<file path="config.mk">
export PLATFORM = sky130hd
export DESIGN_NAME = shift_ctrl
export DESIGN_NICKNAME = d
export VERILOG_FILES = /design/src/rtl/shift_ctrl.sv
export SDC_FILE = /design/constraint.sdc
export NUM_CORES = 1
export LEC_CHECK = 0
export BUFFER_PORTS_ARGS = -buffer_cell sky130_fd_sc_hd__buf_4
export CAP_MARGIN = 20
export CORE_ASPECT_RATIO = 1.75
export CORE_MARGIN = 2
export CORE_UTILIZATION = 49
export CTS_BUF_LIST = sky130_fd_sc_hd__clkbuf_4 sky130_fd_sc_hd__clkbuf_8
export DETAILED_ROUTE_END_ITERATION = 10
export GPL_TIMING_DRIVEN = 0
export PLACE_DENSITY = 0.79
export SKIP_LAST_GASP = 1
export SYNTH_ARGS = -nofsm -noshare
export SYNTH_HDL_FRONTEND = slang
export SYNTH_SLANG_ARGS = --single-unit
</file>
<file path="constraint.sdc">
create_clock -name clk -period 1.3 [get_ports clk]
set_clock_uncertainty 0.2 [all_clocks]
set_input_delay 0.065 -clock clk [delete_from_list [all_inputs] [get_ports clk]]
set_output_delay 0.065 -clock clk [all_outputs]
set_load 0.005 [all_outputs]
</file>
<file path="src/rtl/shift_ctrl.sv">
// Serializes a command word into an external shift register and captures the word shifted back out.
// Optional pause input enabled by defining SHIFT_CTRL_PAUSE_EN.
module shift_ctrl #(
  parameter int WIDTH = 8
) (
  input  logic             clk,
  input  logic             rst,
  input  logic             cmd_valid,
  output logic             cmd_ready,
  input  logic             cmd_dir,
  input  logic [WIDTH-1:0] cmd_data,
  output logic             sr_en,
  output logic             sr_dir,
  output logic             sr_si,
  input  logic             sr_so,
  output logic             rsp_valid,
  input  logic             rsp_ready,
  output logic [WIDTH-1:0] rsp_data,
`ifdef SHIFT_CTRL_PAUSE_EN
  input  logic             pause,
`endif
  output logic             busy
);

  localparam int CW = $clog2(WIDTH + 1);
  localparam logic [CW-1:0] LAST = CW'(WIDTH - 1);

  typedef enum logic [1:0] {IDLE, SHIFT, RESP} state_t;

  state_t           state_q, state_d;
  logic [CW-1:0]    cnt_q, cnt_d;
  logic             dir_q, dir_d;
  logic [WIDTH-1:0] data_q, data_d;
  logic [WIDTH-1:0] rx_q, rx_d;
  logic [WIDTH-1:0] left_w, right_w;
  logic             stall;

`ifdef SHIFT_CTRL_PAUSE_EN
  // pause is registered so that no input reaches an output combinationally.
  logic pause_q;
  always_ff @(posedge clk or posedge rst) begin
    if (rst) pause_q <= 1'b0;
    else     pause_q <= pause;
  end
  assign stall = pause_q;
`else
  assign stall = 1'b0;
`endif

  always_comb begin
    // NOTE: every variable gets a default first so no path leaves it unassigned (no latch).
    state_d = state_q;
    cnt_d   = cnt_q;
    dir_d   = dir_q;
    data_d  = data_q;
    rx_d    = rx_q;
    case (state_q)
      IDLE: begin
        if (cmd_valid) begin
          data_d  = cmd_data;
          dir_d   = cmd_dir;
          cnt_d   = '0;
          state_d = SHIFT;
        end
      end
      SHIFT: begin
        if (!stall) begin
          rx_d  = dir_q ? {sr_so, rx_q[WIDTH-1:1]} : {rx_q[WIDTH-2:0], sr_so};
          cnt_d = cnt_q + 1'b1;
          if (cnt_q == LAST) state_d = RESP;
        end
      end
      RESP: begin
        if (rsp_ready) state_d = IDLE;
      end
      default: state_d = IDLE;
    endcase
  end

  always_ff @(posedge clk or posedge rst) begin
    if (rst) begin
      state_q <= IDLE;
      cnt_q   <= '0;
      dir_q   <= 1'b0;
      data_q  <= '0;
      rx_q    <= '0;
    end else begin
      // NOTE: non-blocking assignments so all flops update from pre-edge values.
      state_q <= state_d;
      cnt_q   <= cnt_d;
      dir_q   <= dir_d;
      data_q  <= data_d;
      rx_q    <= rx_d;
    end
  end

  // The current serial bit sits at the MSB (left) or LSB (right) after shifting by the count.
  assign left_w  = data_q << cnt_q;
  assign right_w = data_q >> cnt_q;

  assign cmd_ready = (state_q == IDLE);
  assign busy      = (state_q != IDLE);
  assign sr_en     = (state_q == SHIFT) && !stall;
  assign sr_dir    = (state_q == SHIFT) && dir_q;
  assign sr_si     = (state_q == SHIFT) && (dir_q ? right_w[0] : left_w[WIDTH-1]);
  assign rsp_valid = (state_q == RESP);
  assign rsp_data  = rx_q;

endmodule

</file>
==> results of run 1 <==
power by group:
part	internal (W)	switching (W)	total [W]
Sequential	0.00105	0.000275	0.00133
Clock	0.000240	0.000223	0.000462
Combinational	0.00135	0.00109	0.00244
registers in the layout, indices dropped and copies added, names as in the netlist:
| signal | count |
|---|---|
| data_q | 8 |
| state_q | 2 |
| rsp_data | 8 |
| dir_q | 1 |
| cnt_q | 4 |
logic make-up (layout without fill, tap and decap cells):
group / Yosys count / count (layout) / share of synthesized area, %
AO/OA/AOI/OAI: 16 / 16 / 7.54
AND/OR/NAND/NOR: 31 / 31 / 12.2
multiplexers: 24 / 24 / 24.1
adder cells (fa/ha/maj): 1 / 1 / 1.08
flip-flops: 23 / 23 / 49.6
buffers and inverters: 12 / 65 / 5.49
cell usage in the layout (no fill, tap or decap), types with 2 or more instances in the layout:
cell type and instances:
mux2_2 8, inv_1 2, nand3_2 3, o21ai_0 5, nand3_1 3, clkbuf_8 3, o21ai_1 7, nor2_2 2
buf_6 10, buf_4 34, nand2_1 14, dlygate4sd3_1 11, dfrtp_1 23, mux2i_1 13
through the flow:
stage / hold WS [ns] / area, µm² / util, % / total power [W]
2_1_floorplan: -0.133 / 1190 / - / 0.00258
3_3_place_gp: 0.0832 / 1420 / 62.6 / 0.00312
3_5_place_dp: 0.0962 / 1420 / 62.6 / 0.00320
4_1_cts: -0.188 / 1690 / 74.2 / 0.00393
5_1_grt: -0.146 / 1760 / 77.5 / 0.00454
6_report: -0.223 / 1760 / 77.5 / 0.00423
layout make-up:
type | count | area (µm²) | area share, %
multi-input combinational | 72 | 599 | 34.0
sequential | 23 | 576 | 32.7
timing repair buffer | 50 | 429 | 24.4
buffer | 7 | 57.6 | 3.27
clock buffer | 4 | 48.8 | 2.77
tap | 25 | 31.3 | 1.78
inverter | 4 | 20.0 | 1.14
worst max-delay path by stage:
stage            end  slack, ns  cells past startpoint
2_1_floorplan  sr_si      -0.17                      4
6_report       sr_si      -0.63                      5
4_1_cts        sr_si      -0.60                      5
3_5_place_dp   sr_si      -0.34                      5
3_3_place_gp   sr_si      -0.35                      5
5_1_grt        sr_si      -0.69                      5
what timing repair did:
action | CTS | global route
buffers inserted | 8 | 4
hold endpoints to repair | 36 | 23
endpoints found under the setup margin | 26 | 29
gates cloned | 1 | 0
gates resized for setup | 17 | 20
pin swaps | 4 | 2
worst max-delay path, cell delays in order, from the launching register on:
cell       delay, ns
dfrtp_1         0.38
buf_6           0.13
mux4_2          0.50
o2111ai_2       0.17
o21ai_1         0.09
buf_4           0.14
metal layers:
| layer | wire length [µm] | share of wire, % | vias up |
|---|---|---|---|
| li1 | - | - | 476 |
| met4 | 90 | 3.1 | 0 |
| met2 | 1520 | 53 | 26 |
| met5 | 0 | 0 | - |
| met3 | 96 | 3.3 | 10 |
| met1 | 1170 | 41 | 494 |
==> metrics, run 1 <==
status finished with violations; failing checks negative hold slack, negative setup slack; sequential area share after synthesis 49.6%; worst hold-check path type input port to asynchronous set/reset pin; root buf cell clkbuf_8; busiest grt layer met2; Final Worst Setup Slack -0.634 ns; fraction of layout cells with a size suffix above 1 46.3%; non-filler cells, final 185; TNS Setup -3.49 ns; GRT Total Usage 22.0%; CTS buffer count 3; port buffer count 27; crit end category primary output; EDFF count, synth 0; minimum clock period 1.93 ns; initial core utilization 51.1%; period utilization 149%; area of the core 2270 µm²; Post-synth ARST share 100%; Worst Setup SP cnt_q[0]; number of fill cells 149; vias per cell 5.44; most used flip-flop cell after synthesis dfrtp_1; met3 Use GR 2.60%; Max Transition Viols Final 0; Clock Latency Late Sink 0.26 ns; antenna viol nets, final 0; Area Overhead vs Synth 51.7%; vias in the first global route 957; post-synth top area cell dfrtp_1; CP max FO 4; routed length per instance 15.6 µm; Avg Cell Area, Syn 10.9 µm²; Die Ht 68.4 µm; Max H-tree Level 1; # diodes 0; gpl congestion 0.730; Reg2Reg Depth 5; Placement Setup Slack -0.341 ns; Seq cells post-synth 23; Reg clk slew, reported paths 0.08 ns; final hold vios 23; placed insts 159; met1 Use GR 27.2%; largest net degree at the start of global routing 24; r2r endpoint data_q[4]; max_cap viols 0; hold buffers post-CTS 11; top post-synthesis cells by count dfrtp_1 (23), nand2_1 (14), mux2i_1 (13); first-pass GRT wire length 4.17 mm; critical path required time 1.03 ns; RSZ-0062 raised after global routing yes; total routed wirelength 2.88 mm; Synth Instances 107; # DRC 0; die width 40.8 µm; I/O pin cnt 28; syn nets 122; clock buffer depth 2; Die ar. 2790 µm²; # setup viols final 21; antenna violations before repair 0; row count 23; WP data arrival 1.67 ns; Slew @ Worst Pin 0.862 ns; nets@finish 176; Starting DRT DRC Count 23; cell area after synthesis 1160 µm²; post-synth cell types 25; First-pass DRT Iterations 4; M2 GR Usage 35.0%; PwrDens 2400 nW/µm²; Max Clock Freq 517 MHz; critical path class flop to primary output; Max-slew headroom 42.5%; synth warn 0; P_leak 0.836 nW; CTS tree built; gr ovfl total 0; DP Wirelength 1.70 mm; VDD IR-drop max 0.00146 V; Reg2Reg Launch Point state_q[0]; worst hold slack -0.223 ns; Clock Sink Count 23; Setup crit start kind flop; routed via count 1,006; top-area cell type share of the netlist area 49.6%; top area cells in the synthesized netlist dfrtp_1 (50%), mux2i_1 (11%), mux2_2 (8.7%); cell with the most instances after synthesis dfrtp_1; Reg2Reg Setup Slack -0.21 ns
Note: power is estimated with default switching activity, not from simulation.
==> inputs of run 2 (changes only) <==
--- a/config.mk
+++ b/config.mk
@@ -14,6 +14,7 @@
 export DETAILED_ROUTE_END_ITERATION = 10
 export GPL_TIMING_DRIVEN = 0
 export PLACE_DENSITY = 0.79
+export SETUP_SLACK_MARGIN = 0.4
 export SKIP_LAST_GASP = 1
 export SYNTH_ARGS = -nofsm -noshare
 export SYNTH_HDL_FRONTEND = slang
==> run 2 against run 1 <==
  * The flow still finishes with violations (negative hold slack, negative setup slack)
  * Register-to-register slack got worse by 0.35 ns
  * Maximum frequency down 3.9%
  * Sequential share of layout area is 2.3 points lower
  * Via count up 4.3%
  * Global-route usage grew 4.5 points
  * Critical endpoint unchanged
  * Non-clock buffer count up 1
  * Critical path depth stayed put
  * Flip-flop and latch count is the same
  * Largest cell class unchanged
  * Critical path type unchanged
  * Count of clock-buffer cells in the layout unchanged
  * Clock power up 3%
==> metrics, run 2 (synthesis results as in run 1) <==
Slew @ Worst Pin 0.888 ns (+0.0254 ns); Placement Setup Slack -0.369 ns (-0.0288 ns); antenna viol nets, final 0 (unchanged); PwrDens 2610 nW/µm² (+8.8%); Max Transition Viols Final 0 (unchanged); met3 Use GR 3.25% (+0.65 points); Max H-tree Level 1 (unchanged); Reg clk slew, reported paths 0.08 ns (about the same); WP data arrival 1.75 ns (+0.08 ns); number of fill cells 129 (-13%); RSZ-0062 raised after global routing yes; max_cap viols 0 (unchanged); Setup crit start kind flop; worst hold-check path type input port to asynchronous set/reset pin; gpl congestion 0.685 (-6.2%); most common cell after layout, fill and taps aside buf_4; Reg2Reg Launch Point state_q[1]; total routed wirelength 3.42 mm (+19%); routed length per instance 18.4 µm (+18%); vias in the first global route 996 (+4.1%); CP max FO 4 (unchanged); most frequent cells in the layout buf_4 (28), dfrtp_1 (22), buf_6 (21), mux2i_1 (12), nand2_1 (11); critical path required time 1.03 ns (about the same); Final Worst Setup Slack -0.711 ns (-0.0778 ns); Clock Latency Late Sink 0.26 ns (about the same); # diodes 0 (unchanged); die width 40.8 µm (unchanged); TNS Setup -9.65 ns (-6.16 ns); area of the core 2270 µm² (unchanged); M2 GR Usage 45.9% (+11 points); I/O pin cnt 28 (unchanged); non-filler cells, final 186 (+0.54%); CP cell instances buf_6 -> mux4_2 -> o2111ai_2 -> o21ai_1 -> buf_4; P_leak 0.907 nW (+8.5%); largest net degree at the start of global routing 24 (unchanged); CTS buffer count 3 (unchanged); routed via count 1,049 (+4.3%); crit end category primary output; DP Area 1450 µm² (+1.5%); Max Clock Freq 497 MHz (-3.9%); antenna violations before repair 0 (unchanged); fraction of layout cells with a size suffix above 1 58.4% (+12 points); status finished with violations; Max-slew headroom 40.8% (-1.7 points); vias per cell 5.64 (+3.7%); CTS tree built; first-pass GRT wire length 4.87 mm (+17%); period utilization 155% (+6.0 points); final core utilization 83.4% (+5.9 points); failing checks negative hold slack, negative setup slack; initial core utilization 51.1% (unchanged); port buffer count 27 (unchanged); worst hold slack -0.215 ns (+0.00797 ns); final hold vios 35 (+52%); minimum clock period 2.01 ns (+0.0778 ns); Clock Sink Count 23 (unchanged); # setup viols final 25 (+19%); DP Wirelength 1.76 mm (+3.2%); busiest grt layer met2; # DRC 0 (unchanged); met1 Use GR 30.9% (+3.7 points); Die Ht 68.4 µm (unchanged); Die ar. 2790 µm² (unchanged); nets@finish 177 (+0.57%); cell area after layout 1900 µm² (+7.7%); placed insts 159 (unchanged); Area Overhead vs Synth 63.4%; critical path class flop to primary output; slowest cell delay on critical path 0.51 ns (about the same); clock buffer depth 2 (unchanged); Worst Setup SP cnt_q[0]; root buf cell clkbuf_8; gr ovfl total 0 (unchanged); VDD IR-drop max 0.00183 V (+26%); row count 23 (unchanged); GRT Total Usage 26.4% (+4.5 points); First-pass DRT Iterations 4 (unchanged); CP max stage cell mux4_2; Starting DRT DRC Count 28 (+22%)
run 2: cell types whose count changed in the layout (fill, tap and decap cells not counted), sizes merged:
cell,change
dlygate4sd3,-11
clkbuf,+3
buf,+9
run 2: timing repair:
action	4_1_cts	5_1_grt
gates resized for setup	39	11
cloned	2	0
endpoints found under the hold margin	35	35
pin swaps	5	3
endpoints found under the setup margin	37	37
setup buffers	16	5
run 2: path summary, 6_finish.rpt:
| check | cells past startpoint | endpoint | slack (ns) |
|---|---|---|---|
| min | 2 | data_q[4] | -0.22 |
| min in group clk | 2 | data_q[7] | -0.17 |
| min reg2reg | 1 | data_q[0] | 0.34 |
| max | 5 | sr_si | -0.71 |
| max reg2reg | 8 | data_q[4] | -0.56 |
| max in group asynchronous | 2 | rsp_data[1] | 0.51 |
run 2: stage by stage:
stage                     total power [W]  hold WS [ns]
after floorplan                   0.00268        -0.133
after global placement            0.00323        0.0822
after detailed placement          0.00332         0.101
after CTS                         0.00463        -0.181
after global routing              0.00527        -0.182
final                             0.00496        -0.215
run 2: area by class of cell:
| type | count | area [µm²] | area share (%) |
|---|---|---|---|
| Clock buffer | 4 | 48.8 | 2.57 |
| Multi-Input combinational cell | 72 | 619 | 32.7 |
| Inverter | 4 | 22.5 | 1.19 |
| Buffer | 8 | 113 | 5.94 |
| Sequential cell | 23 | 577 | 30.4 |
| Tap cell | 25 | 31.3 | 1.65 |
| Timing Repair Buffer | 50 | 485 | 25.6 |
run 2: report_power, final:
group	internal, W	switching [W]
Combinational	0.00182	0.00130
Clock	0.000240	0.000237
Sequential	0.00105	0.000309
run 2: critical path, delay by kind of cell (launching register included):
family	cells	cell delay (ns)
AO/OA/AOI/OAI	2	0.28
flip-flops	1	0.40
multiplexers	1	0.51
buffers and inverters	2	0.28
run 2: metal layers:
metal / part of all wire [%] / vias to the layer above
li1: - / 486
met1: 38 / 515
met2: 56 / 35
met3: 2.5 / 13
met4: 3.0 / 0
met5: 0 / -
==> inputs of run 3 (changes only) <==
--- a/config.mk
+++ b/config.mk
@@ -7,9 +7,11 @@
 export LEC_CHECK = 0
 export BUFFER_PORTS_ARGS = -buffer_cell sky130_fd_sc_hd__buf_4
 export CAP_MARGIN = 20
+export CELL_PAD_IN_SITES_DETAIL_PLACEMENT = 0
+export CELL_PAD_IN_SITES_GLOBAL_PLACEMENT = 1
 export CORE_ASPECT_RATIO = 1.75
 export CORE_MARGIN = 2
-export CORE_UTILIZATION = 49
+export CORE_UTILIZATION = 38
 export CTS_BUF_LIST = sky130_fd_sc_hd__clkbuf_4 sky130_fd_sc_hd__clkbuf_8
 export DETAILED_ROUTE_END_ITERATION = 10
 export GPL_TIMING_DRIVEN = 0
==> run 3 against run 2 <==
  * The run still ends with negative hold slack, negative setup slack left
  * Sequential power about the same
  * Critical path depth unchanged
  * Worst setup slack better by 0.063 ns
  * Die area up 27%
  * Count of clock-buffer cells in the layout unchanged
  * Wire length down 15%
  * Cell count unchanged
  * Core utilization down 20 points
  * Global-route usage down 9.1 points
  * Worst hold slack worse by 0.15 ns
  * Largest cell class unchanged
  * Largest power group unchanged
==> metrics, run 3 (synthesis results as in run 1) <==
minimum clock period 1.95 ns (-0.0626 ns); Die ar. 3530 µm² (+27%); nets@finish 174 (-1.7%); Starting DRT DRC Count 11 (-61%); failing checks negative hold slack, negative setup slack; # DRC 0 (unchanged); Clock Latency Late Sink 0.26 ns (about the same); I/O pin cnt 28 (unchanged); routed via count 984 (-6.2%); Area Overhead vs Synth 60.9%; M1 wire length 1.12 mm (-14%); RSZ-0062 raised after global routing yes; CTS buffer count 3 (unchanged); critical path class flop to primary output; total power 0.00476 W (-3.9%); Max H-tree Level 1 (unchanged); critical path required time 1.03 ns (about the same); PwrDens 2550 nW/µm² (-2.4%); antenna viol nets, final 0 (unchanged); Reg2Reg Setup Slack -0.33 ns (+0.23 ns); Max-slew headroom 65.1% (+24 points); sequential cell fraction of total power 28.5% (+1.0 points); DP Wirelength 1.83 mm (+4.2%); Setup crit start kind flop; met3 WL 78 µm (-7.1%); area of the core 2930 µm² (+29%); routed length per instance 15.6 µm (-15%); root buf cell clkbuf_8; switching pwr 0.00172 W (-6.8%); Net Sw Frac 36.2% (-1.1 points); vias in the first global route 970 (-2.6%); CP max stage cell mux4_2; total routed wirelength 2.91 mm (-15%); WP data arrival 1.68 ns (-0.07 ns); Max Transition Viols Final 0 (unchanged); Max Clock Freq 513 MHz (+3.2%); internal power 0.00304 W (-2.2%); gpl congestion 0.722 (+5.4%); VDD IR-drop max 0.00135 V (-26%); TNS Setup -5.41 ns (+4.24 ns); r2r endpoint dir_q; top sig layer met4; row count 26 (+13%); final hold vios 35 (unchanged); P_leak 0.883 nW (-2.7%); Die Ht 77.1 µm (+13%); most common cell after layout, fill and taps aside buf_4; slowest cell delay on critical path 0.51 ns (about the same); port buffer count 27 (unchanged); # diodes 0 (unchanged); clock buffer depth 2 (unchanged); Reg2Reg Launch Point state_q[1]; Reg clk slew, reported paths 0.08 ns (about the same); met2 wire len 1.66 mm (-14%); max_cap viols 0 (unchanged); final core utilization 63.8% (-20 points); CP max FO 4 (unchanged); number of fill cells 228 (+77%); Clk pwr share 9.8% (+0.2 points); fraction of layout cells with a size suffix above 1 57.0% (-1.4 points); most frequent cells in the layout buf_4 (29), dfrtp_1 (22), buf_6 (18), nand2_1 (13), mux2i_1 (12); largest net degree at the start of global routing 24 (unchanged); gr ovfl total 0 (unchanged); status finished with violations; first-pass GRT wire length 4.49 mm (-7.9%); crit end category primary output; First-pass DRT Iterations 4 (unchanged); # setup viols final 29 (+16%); Slew @ Worst Pin 0.522 ns (-0.365 ns); Gate power share 61.7% (-1.2 points); Clock Sink Count 23 (unchanged); CTS tree built; Reg2Reg Depth 6 (-2); period utilization 150% (-4.8 points); GRT Total Usage 17.3% (-9.1 points); antenna violations before repair 0 (unchanged); initial core utilization 39.7% (-11 points); worst hold slack -0.361 ns (-0.146 ns); CP cell instances buf_6 -> mux4_2 -> o2111ai_2 -> o21ai_1 -> buf_4; vias per cell 5.29 (-6.2%); worst hold-check path type input port to asynchronous set/reset pin; die width 45.8 µm (+12%); Final Worst Setup Slack -0.649 ns (+0.0626 ns)
-- run 3: worst max-delay path, delay by kind of cell (launching register included) --
kind	cells	cell delay [ns]
AO/OA/AOI/OAI	2	0.28
buffers and inverters	2	0.26
flip-flops	1	0.37
multiplexers	1	0.51
-- run 3: worst max path at each step --
stage | from | end | slack, ns | cells after the start
CTS | cnt_q[0] | sr_si | -0.64 | 5
detailed placement | cnt_q[0] | sr_si | -0.39 | 5
global placement | cnt_q[0] | sr_si | -0.36 | 5
global route | cnt_q[0] | sr_si | -0.74 | 5
finish | cnt_q[0] | sr_si | -0.65 | 5
floorplan | cnt_q[0] | sr_si | -0.17 | 4
-- run 3: layout make-up --
type	count	area (µm²)	share of cell area, %
well taps	28	35.0	1.88
multi-input cells	72	627	33.6
plain buffers	8	115	6.16
inverters	4	26.3	1.41
flip-flops and latches	23	577	30.9
repair buffers	47	439	23.5
clock buffers	4	48.8	2.61
-- run 3: per-stage QoR --
stage          cell area, µm²  hold slack (ns)  instances  setup slack [ns]
4_1_cts                  1770           -0.179        180            -0.641
5_1_grt                  1870           -0.333        186            -0.735
3_3_place_gp             1450           0.0908        162            -0.365
6_report                 1870           -0.361        186            -0.649
3_5_place_dp             1450            0.101        162            -0.392
2_1_floorplan            1210           -0.133        107            -0.169
-- run 3: metal layers --
layer | vias up | GRT usage (%)
met4 | 0 | 8.00
met5 | - | 0
met3 | 4 | 2.35
li1 | 472 | -
met2 | 19 | 28.5
met1 | 489 | 21.4
-- run 3: power by group through the flow --
stage               sequential [W]  combinational (W)  clock (W)
finish                     0.00136            0.00294   0.000465
global route               0.00139            0.00317   0.000519
floorplan                  0.00127            0.00141          0
global placement           0.00132            0.00195          0
detailed placement         0.00134            0.00200          0
CTS                        0.00135            0.00270   0.000472
-- run 3: repair_timing --
item,4_1_cts,5_1_grt
buffers inserted,12,6
pin swaps,2,4
hold endpoints to repair,35,35
resized for setup,34,16
gates cloned,2,0
endpoints found under the setup margin,37,60
